**src/rtl/pc_gen.sv**
```systemverilog
// pc_gen: fetch program-counter generator with a direct-mapped branch
// target buffer (valid / tag / target / 2-bit saturating counter per entry).
// The fetch side looks up the current pc and may jump to a predicted target.
// The execute side resolves branches, trains the table and redirects the pc
// when a prediction turns out wrong.
module pc_gen #(
   parameter int          BTB_ENTRIES = 16,
   parameter logic [31:0] RESET_PC    = 32'd0,
   parameter int          IDX_W       = $clog2(BTB_ENTRIES)
) (
   input  logic        clk,
   input  logic        rst,
   input  logic        stall,
   input  logic        ex_valid,
   input  logic [31:0] ex_pc,
   input  logic        ex_taken,
   input  logic [31:0] ex_target,
   input  logic        ex_pred_taken,
   input  logic [31:0] ex_pred_target,
   output logic [31:0] pc,
   output logic        branch,
   output logic        pred_taken,
   output logic [31:0] pred_target
);

   localparam int TAG_W = 32 - IDX_W;

   // Predictor table storage
   logic             valid_q [BTB_ENTRIES];
   logic [TAG_W-1:0] tag_q   [BTB_ENTRIES];
   logic [31:0]      tgt_q   [BTB_ENTRIES];
   logic [1:0]       ctr_q   [BTB_ENTRIES];

   // Fetch-side state
   logic [31:0] pc_q, pc_d;
   logic        pred_taken_q, pred_taken_d;
   logic [31:0] pred_target_q, pred_target_d;

   // Fetch lookup results
   logic [IDX_W-1:0] f_idx_s;
   logic             f_hit_s;
   logic             f_take_s;
   logic [31:0]      f_tgt_s;

   // Resolve-side signals
   logic             mispredict_s;
   logic [IDX_W-1:0] e_idx_s;
   logic             e_hit_s;
   logic             upd_en_s;
   logic [1:0]       upd_ctr_d;
   logic [31:0]      upd_tgt_d;

   assign pc          = pc_q;
   assign pred_taken  = pred_taken_q;
   assign pred_target = pred_target_q;
   assign branch      = mispredict_s & ~rst;

   // Look up the current pc; the table read always sees pre-update contents
   always_comb begin
      f_idx_s  = pc_q[IDX_W-1:0];
      f_hit_s  = valid_q[f_idx_s] && (tag_q[f_idx_s] == pc_q[31:IDX_W]);
      f_take_s = f_hit_s && ctr_q[f_idx_s][1];
      if (f_take_s) begin
         f_tgt_s = tgt_q[f_idx_s];
      end else begin
         f_tgt_s = 32'd0;
      end
   end

   // Detect a wrong direction or a wrong target on the resolving branch
   always_comb begin
      mispredict_s = 1'b0;
      if (ex_valid) begin
         if (ex_taken != ex_pred_taken) begin
            mispredict_s = 1'b1;
         end else if (ex_taken && (ex_target != ex_pred_target)) begin
            mispredict_s = 1'b1;
         end else begin
            mispredict_s = 1'b0;
         end
      end else begin
         mispredict_s = 1'b0;
      end
   end

   // Next pc: redirect beats stall beats prediction beats sequential fetch
   always_comb begin
      pc_d = pc_q + 32'd1;
      if (mispredict_s) begin
         if (ex_taken) begin
            pc_d = ex_target;
         end else begin
            pc_d = ex_pc + 32'd1;
         end
      end else if (stall) begin
         pc_d = pc_q;
      end else if (f_take_s) begin
         pc_d = f_tgt_s;
      end else begin
         pc_d = pc_q + 32'd1;
      end
   end

   // Prediction reported for the instruction leaving imem; squashed on redirect
   always_comb begin
      pred_taken_d  = pred_taken_q;
      pred_target_d = pred_target_q;
      if (mispredict_s) begin
         pred_taken_d  = 1'b0;
         pred_target_d = 32'd0;
      end else if (stall) begin
         pred_taken_d  = pred_taken_q;
         pred_target_d = pred_target_q;
      end else begin
         pred_taken_d  = f_take_s;
         pred_target_d = f_tgt_s;
      end
   end

   // Training values for the entry addressed by the resolving branch
   always_comb begin
      e_idx_s   = ex_pc[IDX_W-1:0];
      e_hit_s   = valid_q[e_idx_s] && (tag_q[e_idx_s] == ex_pc[31:IDX_W]);
      upd_en_s  = ex_valid && (ex_taken || e_hit_s);
      upd_ctr_d = ctr_q[e_idx_s];
      upd_tgt_d = tgt_q[e_idx_s];
      if (ex_taken) begin
         upd_tgt_d = ex_target;
         if (e_hit_s) begin
            if (ctr_q[e_idx_s] == 2'd3) begin
               upd_ctr_d = 2'd3;
            end else begin
               upd_ctr_d = ctr_q[e_idx_s] + 2'd1;
            end
         end else begin
            upd_ctr_d = 2'd2;
         end
      end else begin
         if (ctr_q[e_idx_s] == 2'd0) begin
            upd_ctr_d = 2'd0;
         end else begin
            upd_ctr_d = ctr_q[e_idx_s] - 2'd1;
         end
      end
   end

   // Fetch-side registers
   always_ff @(posedge clk or posedge rst) begin
      if (rst) begin
         pc_q          <= RESET_PC;
         pred_taken_q  <= 1'b0;
         pred_target_q <= 32'd0;
      end else begin
         pc_q          <= pc_d;
         pred_taken_q  <= pred_taken_d;
         pred_target_q <= pred_target_d;
      end
   end

   // Predictor table write; trains on every resolve regardless of stall
   always_ff @(posedge clk or posedge rst) begin
      if (rst) begin
         for (int i = 0; i < BTB_ENTRIES; i++) begin
            valid_q[i] <= 1'b0;
            tag_q[i]   <= '0;
            tgt_q[i]   <= 32'd0;
            ctr_q[i]   <= 2'd1;
         end
      end else if (upd_en_s) begin
         valid_q[e_idx_s] <= 1'b1;
         tag_q[e_idx_s]   <= ex_pc[31:IDX_W];
         tgt_q[e_idx_s]   <= upd_tgt_d;
         ctr_q[e_idx_s]   <= upd_ctr_d;
      end else begin
         valid_q[e_idx_s] <= valid_q[e_idx_s];
      end
   end

endmodule

```
**config.mk**
```make
export PLATFORM = sky130hd
export DESIGN_NAME = pc_gen
export DESIGN_NICKNAME = d
export VERILOG_FILES = /design/src/rtl/pc_gen.sv
export SDC_FILE = /design/constraint.sdc
export NUM_CORES = 2
export LEC_CHECK = 0
export BUFFER_PORTS_ARGS = -buffer_cell sky130_fd_sc_hd__buf_2
export CAP_MARGIN = 20
export CORE_MARGIN = 2
export CORE_UTILIZATION = 50
export CTS_BUF_LIST = sky130_fd_sc_hd__clkbuf_8
export DETAILED_ROUTE_END_ITERATION = 8
export PLACE_DENSITY = 0.79
export REMOVE_ABC_BUFFERS = 1
export SLEW_MARGIN = 20
export SYNTH_ARGS = -nofsm -noshare
export SYNTH_HDL_FRONTEND = slang
export SYNTH_SLANG_ARGS = --single-unit
export TNS_END_PERCENT = 5
```
**constraint.sdc**
```tcl
create_clock -name clk -period 38.4 [get_ports clk]
set_input_delay 5.76 -clock clk [delete_from_list [all_inputs] [get_ports clk]]
set_output_delay 5.76 -clock clk [all_outputs]
set_load 0.005 [all_outputs]
```
==> qor.txt <==
Post-CTS Setup Bufs - 0
Register area - 26900 um^2
Chip Height - 351 um
Num ports - 168
Root Buffer - clkbuf_8
Number of port buffers - 167
First-pass GRT wire length - 286000 um
Starting Density - 50.4%
Finished Layout Cells - 5909
Vias/cell - 6.91
Clock Power Share - 30.1%
Worst clock skew - 0.0513 ns
Unrepaired setup endpoints after global routing - no
Per-cell routed wire length - 33.1 um
Comb pwr share - 27.1%
Die width - 351 um
Post-synth top flop - dfrtp_1
Antenna violations before repair - 20
CTS buffer count - 176
Total routed wirelength - 196000 um
Utilization after layout - 54.5%
Clock Sinks - 1073
Count of pins over their slew limit - 0
Synth warnings - 0
Max cap viols - 0
Flops & latches, synth - 1073
Routability Congestion - 1.06
Yosys top cell by area - dfrtp_1
Crit Path Max Fanout - 2
Clock transition at the registers of the reported paths - 0.06 ns
Proportion of layout cells with a drive suffix above 1 - 48.1%
Cell Area, Synth - 60400 um^2
# setup viols final - 0
Slew HR - 18.6%
DIE AREA - 124000 um^2
TritonCTS clock tree - built
Synth Instances - 4113
Skew-Pair Late Insertion Delay - 0.89 ns
Hold Path Class - reg -> reg
Layout area overhead - 8.25%
Syn_area_per_cell - 14.7 um^2
Final period util - 35.9%
Status - finished clean
Most common cell after layout, fill and taps aside - dfrtp_1
CP Class - in -> out
Final min period - 13.77 ns
Register area share after synthesis - 44.5%
GRT Util Overall - 32.0%
Initial drt markers - 5232
Async set-reset flop share out of synthesis - 100%
Post-CTS sizing - 0
Worst-case clock buffer depth - 3
Via count - 40800
Pre-antenna DRT Iters - 6
Net Sw Frac - 32.3%
Most frequent cells in the layout - dfrtp_1 (1053), mux2_2 (959), mux4_2 (522), clkbuf_8 (223), mux2i_1 (182)
Critical path arrival - 8.01 ns
Pint - 2380 uW
Multi-input logic area - 30900 um^2
Core area - 120000 um^2
Crit start category - primary input
# DRC - 0
HPWL Detailed - 124000 um
Grt total ovfl - 0
Fmax achieved - 72.6 MHz
Critical path endpoint category - primary output
H-tree depth - 4
Power per cell area - 53.8 nW/um^2
Synth unique cells - 79
Synth area leaders - dfrtp_1 (44%), mux4_2 (19%), mux2_2 (18%)
Post-synth EDFFs - 0
CTS Hold Bufs - 0
Vias in the first global route - 41100
Rows - 127
FILL cells - 9701
Peak supply drop - 0.0347 mV
Nets - 4256
Largest net degree at the start of global routing - 117
Seq pwr share - 42.7%
Setup TNS - 0 ns
Placed Cells - 5582
Post-synth top area share - 43.8%
Least-Margin Pin Slew - 1.22 ns
Critical path required time - 32.64 ns
ANT nets after route - 0
Final-report hold violation count - 0
P_sw - 1130 uW
Leak Pwr - 0.0289 uW
==> path summary, 6_finish.rpt <==
kind                                        startpoint  slack, ns                          end  cells after the start
min reg2reg                pred_target[31]$_DFFE_PP0P_       0.46  pred_target[31]$_DFFE_PP0P_                      2
max in group asynchronous                          rst      28.77       tag_q[371]$_DFFE_PP0P_                      8
min                        pred_target[31]$_DFFE_PP0P_       0.46  pred_target[31]$_DFFE_PP0P_                      2
max reg2reg                          pc[0]$_DFFE_PP0P_      31.68           pc[16]$_DFFE_PP0P_                     16
min in group asynchronous                          rst       4.99       tgt_q[481]$_DFFE_PP0P_                      2
max                                 ex_pred_target[31]      24.63                       branch                      8
==> synthesized netlist by cell type (all sizes together) (14+ instances only) <==
master and number:
xor2 36, xnor2 86, nand3 35, mux2 1025
a22o 40, clkbuf 167, mux4 522, dfstp 16
buf 233, nor2 78, mux2i 182, o22ai 18
a22oi 19, a21oi 56, dfrtp 1057, inv 54
a31oi 22, nand2 120, nor4 16, o21ai 50
nand2b 20, nor3 29, nand4 35, and2 14
==> critical path: stages <==
cell	delay [ns]
buf_2	0.10
xor2_1	0.27
nor4_1	0.42
nand4_1	0.37
nor4_1	0.60
a21oi_4	0.11
and2_1	0.20
buf_2	0.17
==> cell type report <==
cell class	count	area share [%]
diodes	6	0.0230
clock inverters	97	0.988
clock buffers	223	4.70
well taps	1612	3.09
inverters	56	0.341
repair buffers	258	2.45
multi-input cells	2584	47.3
flip-flops and latches	1073	41.1
==> cell families (layout without fill, tap and decap cells) <==
logic type | after synthesis | after routing | share of synthesized area, %
fa+ha+maj | 5 | 5 | 0.104
compound gates | 324 | 324 | 3.84
flops | 1073 | 1073 | 44.5
xor+xnor | 122 | 122 | 1.77
other cells | 0 | 6 | 0
simple gates | 404 | 404 | 3.72
mux | 1729 | 1729 | 41.6
buf+inv | 456 | 634 | 4.43
==> power by group through the flow <==
stage	Clock [uW]	Sequential (uW)	Combinational (uW)
5_1_grt	1120	1520	995
4_1_cts	1070	1490	937
2_1_floorplan	0	1500	672
6_report	1060	1500	954
3_5_place_dp	0	1510	932
3_3_place_gp	0	1490	913
==> layer usage <==
metal  global-route usage, %  wire length (um)  share of wire [%]  vias to the layer above
li1                        -                 -                  -                    15900
met1                    44.2             75900                 39                    21700
met2                    45.7             85200                 44                     2711
met5                       0               139              0.071                        -
met4                    13.6              8660                4.4                       22
met3                    11.7             25600                 13                      513
==> through the flow <==
step           hold slack [ns]  total power, uW  cell area [um^2]  worst slack, ns
2_1_floorplan            0.463             2170             57900             2.45
3_3_place_gp             0.448             2410             61600            24.70
3_5_place_dp             0.451             2440             61600            24.67
4_1_cts                  0.465             3490             65300            24.64
5_1_grt                  0.496             3630             65300            24.49
6_report                 0.461             3510             65300            24.63
==> state kept, by name (all words and copies together) (netlist names) <==
| register | count |
|---|---|
| pc | 32 |
| valid_q | 16 |
| pred_taken | 1 |
| tag_q | 448 |
| tgt_q | 512 |
| ctr_q | 32 |
| pred_target | 32 |
(Power assumes the default switching activity.)
